===== src/rtl/vga_grid_renderer.sv =====
// VGA timing generator drawing a ROWS x COLS grid of white cells with one coloured
// marker square; frame inputs are sampled once per frame and outputs are 2-stage pipelined.
module vga_grid_renderer #(
  parameter int H_SYNC     = 96,
  parameter int H_BP       = 48,
  parameter int H_ACTIVE   = 640,
  parameter int H_TOTAL    = 800,
  parameter int V_SYNC     = 2,
  parameter int V_BP       = 33,
  parameter int V_ACTIVE   = 480,
  parameter int V_TOTAL    = 525,
  parameter int ROWS       = 3,
  parameter int COLS       = 3,
  parameter int CELL       = 120,
  parameter int GAP        = 5,
  parameter int MARK       = 60,
  parameter int ORIGIN_X   = 136,
  parameter int ORIGIN_Y   = 45,
  parameter int CW         = 4,
  parameter int HIT_FRAMES = 16,
  parameter int PW         = 4
) (
  input  logic          clk25MHz,
  input  logic          rst,
  input  logic          in_game,
  input  logic          hit,
  input  logic [PW-1:0] position,
  output logic          o_hsync,
  output logic          o_vsync,
  output logic [CW-1:0] o_red,
  output logic [CW-1:0] o_green,
  output logic [CW-1:0] o_blue,
  output logic          o_frame_start,
  output logic          o_active
);

  localparam int XW    = $clog2(H_TOTAL);
  localparam int YW    = $clog2(V_TOTAL);
  localparam int FW    = $clog2(HIT_FRAMES + 1);
  localparam int X0    = H_SYNC + H_BP;
  localparam int Y0    = V_SYNC + V_BP;
  localparam int PITCH = CELL + GAP;
  localparam int MOFF  = (CELL - MARK) / 2;

  logic [XW-1:0] x_reg;
  logic [YW-1:0] y_reg;
  logic [31:0]   xi;
  logic [31:0]   yi;
  logic          frame_start_raw;

  logic          in_game_reg;
  logic [PW-1:0] pos_reg;
  logic [FW-1:0] flash_reg;
  logic [FW-1:0] flash_next;

  logic [COLS-1:0]      col_in;
  logic [COLS-1:0]      col_mark;
  logic [ROWS-1:0]      row_in;
  logic [ROWS-1:0]      row_mark;
  logic [ROWS*COLS-1:0] mark_cell;
  logic                 active_raw;

  logic hsync_p1_reg, vsync_p1_reg, fs_p1_reg, active_p1_reg;
  logic cell_p1_reg, mark_p1_reg, flash_p1_reg;
  logic [CW-1:0] red_next, green_next, blue_next;

  assign xi              = 32'(x_reg);
  assign yi              = 32'(y_reg);
  assign frame_start_raw = (x_reg == '0) && (y_reg == '0);

  always_ff @(posedge clk25MHz or negedge rst) begin
    if (!rst) begin
      x_reg <= '0;
      y_reg <= '0;
    end else if (x_reg == XW'(H_TOTAL - 1)) begin
      x_reg <= '0;
      y_reg <= (y_reg == YW'(V_TOTAL - 1)) ? '0 : y_reg + YW'(1);
    end else begin
      x_reg <= x_reg + XW'(1);
    end
  end

  // Flash counter follows the values being sampled at this frame start.
  always_comb begin
    flash_next = flash_reg;
    if (!in_game)
      flash_next = '0;
    else if (hit)
      flash_next = FW'(HIT_FRAMES);
    else if (flash_reg != '0)
      flash_next = flash_reg - FW'(1);
  end

  always_ff @(posedge clk25MHz or negedge rst) begin
    if (!rst) begin
      in_game_reg <= 1'b0;
      pos_reg     <= '0;
      flash_reg   <= '0;
    end else if (frame_start_raw) begin
      in_game_reg <= in_game;
      pos_reg     <= position;
      flash_reg   <= flash_next;
    end
  end

  // Grid geometry expressed directly in counter coordinates.
  genvar gi, gj;
  generate
    for (gi = 0; gi < COLS; gi++) begin : g_col
      localparam int CX = X0 + ORIGIN_X + gi * PITCH;
      assign col_in[gi]   = (xi >= 32'(CX)) && (xi < 32'(CX + CELL));
      assign col_mark[gi] = (xi >= 32'(CX + MOFF)) && (xi < 32'(CX + MOFF + MARK));
    end
    for (gi = 0; gi < ROWS; gi++) begin : g_row
      localparam int CY = Y0 + ORIGIN_Y + gi * PITCH;
      assign row_in[gi]   = (yi >= 32'(CY)) && (yi < 32'(CY + CELL));
      assign row_mark[gi] = (yi >= 32'(CY + MOFF)) && (yi < 32'(CY + MOFF + MARK));
    end
    // Positions run bottom-up within a column, columns left to right.
    for (gi = 0; gi < ROWS; gi++) begin : g_mrow
      for (gj = 0; gj < COLS; gj++) begin : g_mcol
        localparam int IDX = gj * ROWS + (ROWS - gi);
        assign mark_cell[gi*COLS+gj] = (pos_reg == PW'(IDX)) && row_mark[gi] && col_mark[gj];
      end
    end
  endgenerate

  assign active_raw = (xi >= 32'(X0)) && (xi < 32'(X0 + H_ACTIVE)) &&
                      (yi >= 32'(Y0)) && (yi < 32'(Y0 + V_ACTIVE));

  always_ff @(posedge clk25MHz or negedge rst) begin
    if (!rst) begin
      hsync_p1_reg  <= 1'b0;
      vsync_p1_reg  <= 1'b0;
      fs_p1_reg     <= 1'b0;
      active_p1_reg <= 1'b0;
      cell_p1_reg   <= 1'b0;
      mark_p1_reg   <= 1'b0;
      flash_p1_reg  <= 1'b0;
    end else begin
      hsync_p1_reg  <= xi < 32'(H_SYNC);
      vsync_p1_reg  <= yi < 32'(V_SYNC);
      fs_p1_reg     <= frame_start_raw;
      active_p1_reg <= active_raw;
      cell_p1_reg   <= active_raw && (|col_in) && (|row_in);
      mark_p1_reg   <= active_raw && in_game_reg && (|mark_cell);
      flash_p1_reg  <= flash_reg != '0;
    end
  end

  always_comb begin
    red_next   = '0;
    green_next = '0;
    blue_next  = '0;
    if (mark_p1_reg) begin
      if (flash_p1_reg)
        red_next = '1;
      else
        green_next = '1;
    end else if (cell_p1_reg) begin
      red_next   = '1;
      green_next = '1;
      blue_next  = '1;
    end
  end

  always_ff @(posedge clk25MHz or negedge rst) begin
    if (!rst) begin
      o_hsync       <= 1'b0;
      o_vsync       <= 1'b0;
      o_frame_start <= 1'b0;
      o_active      <= 1'b0;
      o_red         <= '0;
      o_green       <= '0;
      o_blue        <= '0;
    end else begin
      o_hsync       <= hsync_p1_reg;
      o_vsync       <= vsync_p1_reg;
      o_frame_start <= fs_p1_reg;
      o_active      <= active_p1_reg;
      o_red         <= red_next;
      o_green       <= green_next;
      o_blue        <= blue_next;
    end
  end

endmodule


===== config.mk =====
export PLATFORM = sky130hd
export DESIGN_NAME = vga_grid_renderer
export DESIGN_NICKNAME = d
export VERILOG_FILES = /design/src/rtl/vga_grid_renderer.sv
export SDC_FILE = /design/constraint.sdc
export NUM_CORES = 1
export LEC_CHECK = 0
export ABC_AREA = 1
export CAP_MARGIN = 15
export CORE_UTILIZATION = 31
export DETAILED_ROUTE_END_ITERATION = 12
export PLACE_DENSITY = 0.54
export SLEW_MARGIN = 20
export SYNTH_ARGS = -nofsm -noshare
export SYNTH_HDL_FRONTEND = slang
export SYNTH_SLANG_ARGS = --single-unit

===== constraint.sdc =====
create_clock -name clk25MHz -period 1.8 [get_ports clk25MHz]
set_clock_uncertainty 0.2 [all_clocks]
set_input_delay 0.18 -clock clk25MHz [delete_from_list [all_inputs] [get_ports clk25MHz]]
set_output_delay 0.18 -clock clk25MHz [all_outputs]
set_load 0.01 [all_outputs]

==> results.sh <==
export IMPL_min_from="fs_p1_reg"
export IMPL_syn_nets=403
export IMPL_rsz0062_at_grt="true"
export IMPL_fin_crit_sh_pct=99.3
export IMPL_yosys_area_share_adder_pct=4.32
export IMPL_max_stage_delay_ns=0.44
export IMPL_combPwrFrac_pct=5.3
export IMPL_path_cells="inv_2 > ha_4 > nand3_4 > nor3b_4 > nand4_2 > nor2_4 > inv_4 > nand2_2 > o21ai_2"
export IMPL_period_minus_slack_ns=1.79
export IMPL_coreArea_um2=8890
export IMPL_post_synth_cell_area_avg_um2=7.53
export IMPL_slew_headroom_pct=68.3
export IMPL_routed_wirelength_um=7490
export IMPL_r2r_start="x_reg[0]"
export IMPL_chipHeight_um=98.7
export IMPL_clock_latency_ns=0.30
export IMPL_area_growth_pct=32.3
export IMPL_synth_compound_area_share_pct=10.4
export IMPL_max_cap_violations=0
export IMPL_drive_gt1_share_pct=29.5
export IMPL_grt_pass1_wl_um=12200
export IMPL_yosysTopAreaCell="dfrtp_1"
export IMPL_worstHoldPathType="flop to flop"
export IMPL_r2r_end="flash_reg[4]"
export IMPL_critPathKind="flop to flop"
export IMPL_clockPowerShare_pct=41.0
export IMPL_dp_hpwl_um=5790
export IMPL_drcViolationCount=0
export IMPL_ios=24
export IMPL_synthTopCellsByArea="dfrtp_1 38%, nand2_1 10%, inv_1 6.0%, nor2_1 5.7%, nand3_1 5.0%"
export IMPL_crit_path_end_kind="flop"
export IMPL_clk_path_buf_depth=2
export IMPL_synth_edf_count=0
export IMPL_worstMarginPinSlew_ns=0.476
export IMPL_peakVddDrop_v=0.000345
export IMPL_p_sw_share_pct=23.0
export IMPL_status="finished clean"
export IMPL_drt_initial_drc_count=150
export IMPL_diodes=0
export IMPL_drv_slew=0
export IMPL_ys_types=38
export IMPL_fin_nets=471
export IMPL_io_buffers=23
export IMPL_cts_num_sinks=44
export IMPL_worst_path_buf_inv=2
export IMPL_first_pass_iters=4
export IMPL_start_kind="flop"
export IMPL_cts_htree_levels=2
export IMPL_synthFlopType="dfrtp_1"
export IMPL_p_int_w=0.00146
export IMPL_die_area_um2=9740
export IMPL_cp_arrival_ns=1.78
export IMPL_netlist_area_um2=2900
export IMPL_finalSetupViolations=0
export IMPL_worst_r2r_path_depth=9
export IMPL_seq_power_share_pct=53.7
export IMPL_grt_ovfl_total=0
export IMPL_cts_tree="yes"
export IMPL_routedWlPerCell_um=13.3
export IMPL_num_rows=34
export IMPL_synth_top_area_share_pct=38.0
export IMPL_syn_inst=385
export IMPL_die_w_um=98.7
export IMPL_holdWs_ns=0.152
export IMPL_ys_seq_elements=44
export IMPL_synth_xor_area_share_pct=2.42
export IMPL_synth_top_family_by_area="simple AND/OR/NAND/NOR gates"
export IMPL_root_buffer="clkbuf_8"
export IMPL_whs_path_depth=0
export IMPL_grt_max_degree=28
export IMPL_fmax_ghz=0.559
export IMPL_path_clk_slew_ns=0.09
export IMPL_yosysWarnings=0
export IMPL_initial_core_util_pct=32.6
export IMPL_async_flop_share_pct=100
export IMPL_antenna_found_initial=0
export IMPL_cts_buffers_inserted=5
export IMPL_switching_power_w=0.000437
export IMPL_critPathRequiredTime_ns=1.80
export IMPL_ys_seq_area_share_pct=38.0
export IMPL_routabilityCongestion=0.936
export IMPL_path_delay_family="simple AND/OR/NAND/NOR gates"
export IMPL_ant_nets=0
export IMPL_critPathSlowestCell="dfrtp_1"
export IMPL_fin_cells=562
export IMPL_grt_pass1_vias=2575
export IMPL_synthSimpleGateAreaFrac_pct=33.4
export IMPL_vias=2716
export IMPL_hold_path_endpoint="o_frame_start"
export IMPL_synth_area_mux_share_pct=0
export IMPL_p_per_area_nw_per_um2=495
export IMPL_dp_cells=540
export IMPL_grtUsageTotal_pct=15.9
export IMPL_regToRegSetupSlack_ns=0.01
export IMPL_critPathMaxFanout=6
export IMPL_p_leak_nw=1.76
export IMPL_viasPerCell=4.83
export IMPL_hold_viol=0
==> worst register-to-register path, delay by kind of cell, from the launching register on <==
family / cells / cell delay (ns)
simple gates: 5 / 0.68
fa+ha+maj: 1 / 0.15
flops: 1 / 0.44
compound gates: 1 / 0.04
buf+inv: 2 / 0.17
==> per-stage QoR <==
stage / instance area, um^2 / power [W] / setup WS (ns) / util, % / TNS (ns)
6_report: 3830 / 0.00190 / 0.0120 / 43.1 / 0
5_1_grt: 3830 / 0.00198 / -0.0985 / 43.1 / -0.798
4_1_cts: 3580 / 0.00192 / 0.000202 / 40.2 / 0
3_5_place_dp: 3450 / 0.00114 / -0.0163 / 38.8 / -0.0195
3_3_place_gp: 3450 / 0.00114 / 0.0131 / 38.8 / 0
2_1_floorplan: 2900 / 0.00108 / 0.109 / - / 0
==> power by group through the flow <==
stage | registers, W | logic (W) | clock network, W
after global placement | 0.00104 | 0.0000996 | 0
after floorplan | 0.00103 | 0.0000473 | 0
after global routing | 0.00102 | 0.000118 | 0.000842
after detailed placement | 0.00104 | 0.000102 | 0
after CTS | 0.00102 | 0.000104 | 0.000797
final | 0.00102 | 0.000101 | 0.000777
==> cells by family after synthesis <==
kind of cell / after synthesis
adders and majority gates: 10
and+or+nand+nor: 199
buffers and inverters: 72
xor gates and xnor gates: 8
AOI/OAI and AO/OA: 52
DFF: 44
==> worst max path at each step <==
stage / depth (start not counted) / slack, ns / start / to
6_report: 9 / 0.01 / x_reg[0] / flash_reg[4]
5_1_grt: 7 / -0.1 / x_reg[9] / pos_reg[0]
4_1_cts: 11 / 0.0002 / y_reg[0] / mark_p1_reg
3_5_place_dp: 12 / -0.02 / x_reg[0] / mark_p1_reg
3_3_place_gp: 11 / 0.01 / x_reg[9] / mark_p1_reg
2_1_floorplan: 9 / 0.11 / x_reg[0] / y_reg[7]
==> cells in the mapped netlist, types with 2 or more instances <==
master	number
a211oi_1	2
a21oi_1	13
a31oi_1	4
buf_2	3
buf_4	9
buf_6	3
dfrtp_1	44
ha_1	10
inv_1	46
inv_2	9
nand2_1	81
nand2_2	3
nand3_1	29
nand4_1	8
nand4_2	2
nor2_1	44
nor2_2	7
nor2_4	6
nor3_1	11
o211ai_1	2
o21ai_0	22
o21ai_1	2
o21ai_2	3
o22ai_1	2
xor2_1	7
==> cell type report <==
type / instances / area, um^2
fillers: 875 / 5060
multi-input cells: 269 / 1620
flip-flops and latches: 44 / 1110
repair buffers: 76 / 642
inverters: 57 / 218
well taps: 108 / 135
clock buffers: 6 / 72.6
clock inverters: 2 / 35.0
==> metal layers <==
metal | GRT usage, % | share of wire, % | vias up
met4 | 4.13 | 1.2 | 0
met5 | 0 | 0 | -
met3 | 2.41 | 4.2 | 10
met1 | 21.6 | 46 | 1266
li1 | - | - | 1372
met2 | 26.5 | 48 | 68
==> repair_timing <==
item                                    4_1_cts  5_1_grt
endpoints found under the setup margin        5       21
setup buffers                                 1       12
hold buffers                                  1        0
pin swaps                                     0       19
hold endpoints to repair                     17        0
resized for setup                             1       53
==> placed cells by master, fill, tap and decap left out, drive strengths merged <==
cell and n:
a211oi 2, a21oi 13, a221oi 1, a31oi 4, and2 1, buf 53, bufinv 1, clkbuf 6
clkdlybuf4s50 22, clkinv 3, dfrtp 44, dlygate4sd3 1, ha 10, inv 55, nand2 85, nand3 30
nand4 10, nor2 57, nor3 12, nor3b 2, nor4 2, o211ai 2, o21ai 27, o22ai 2
o311ai 1, xnor2 1, xor2 7
(Power assumes the default switching activity.)
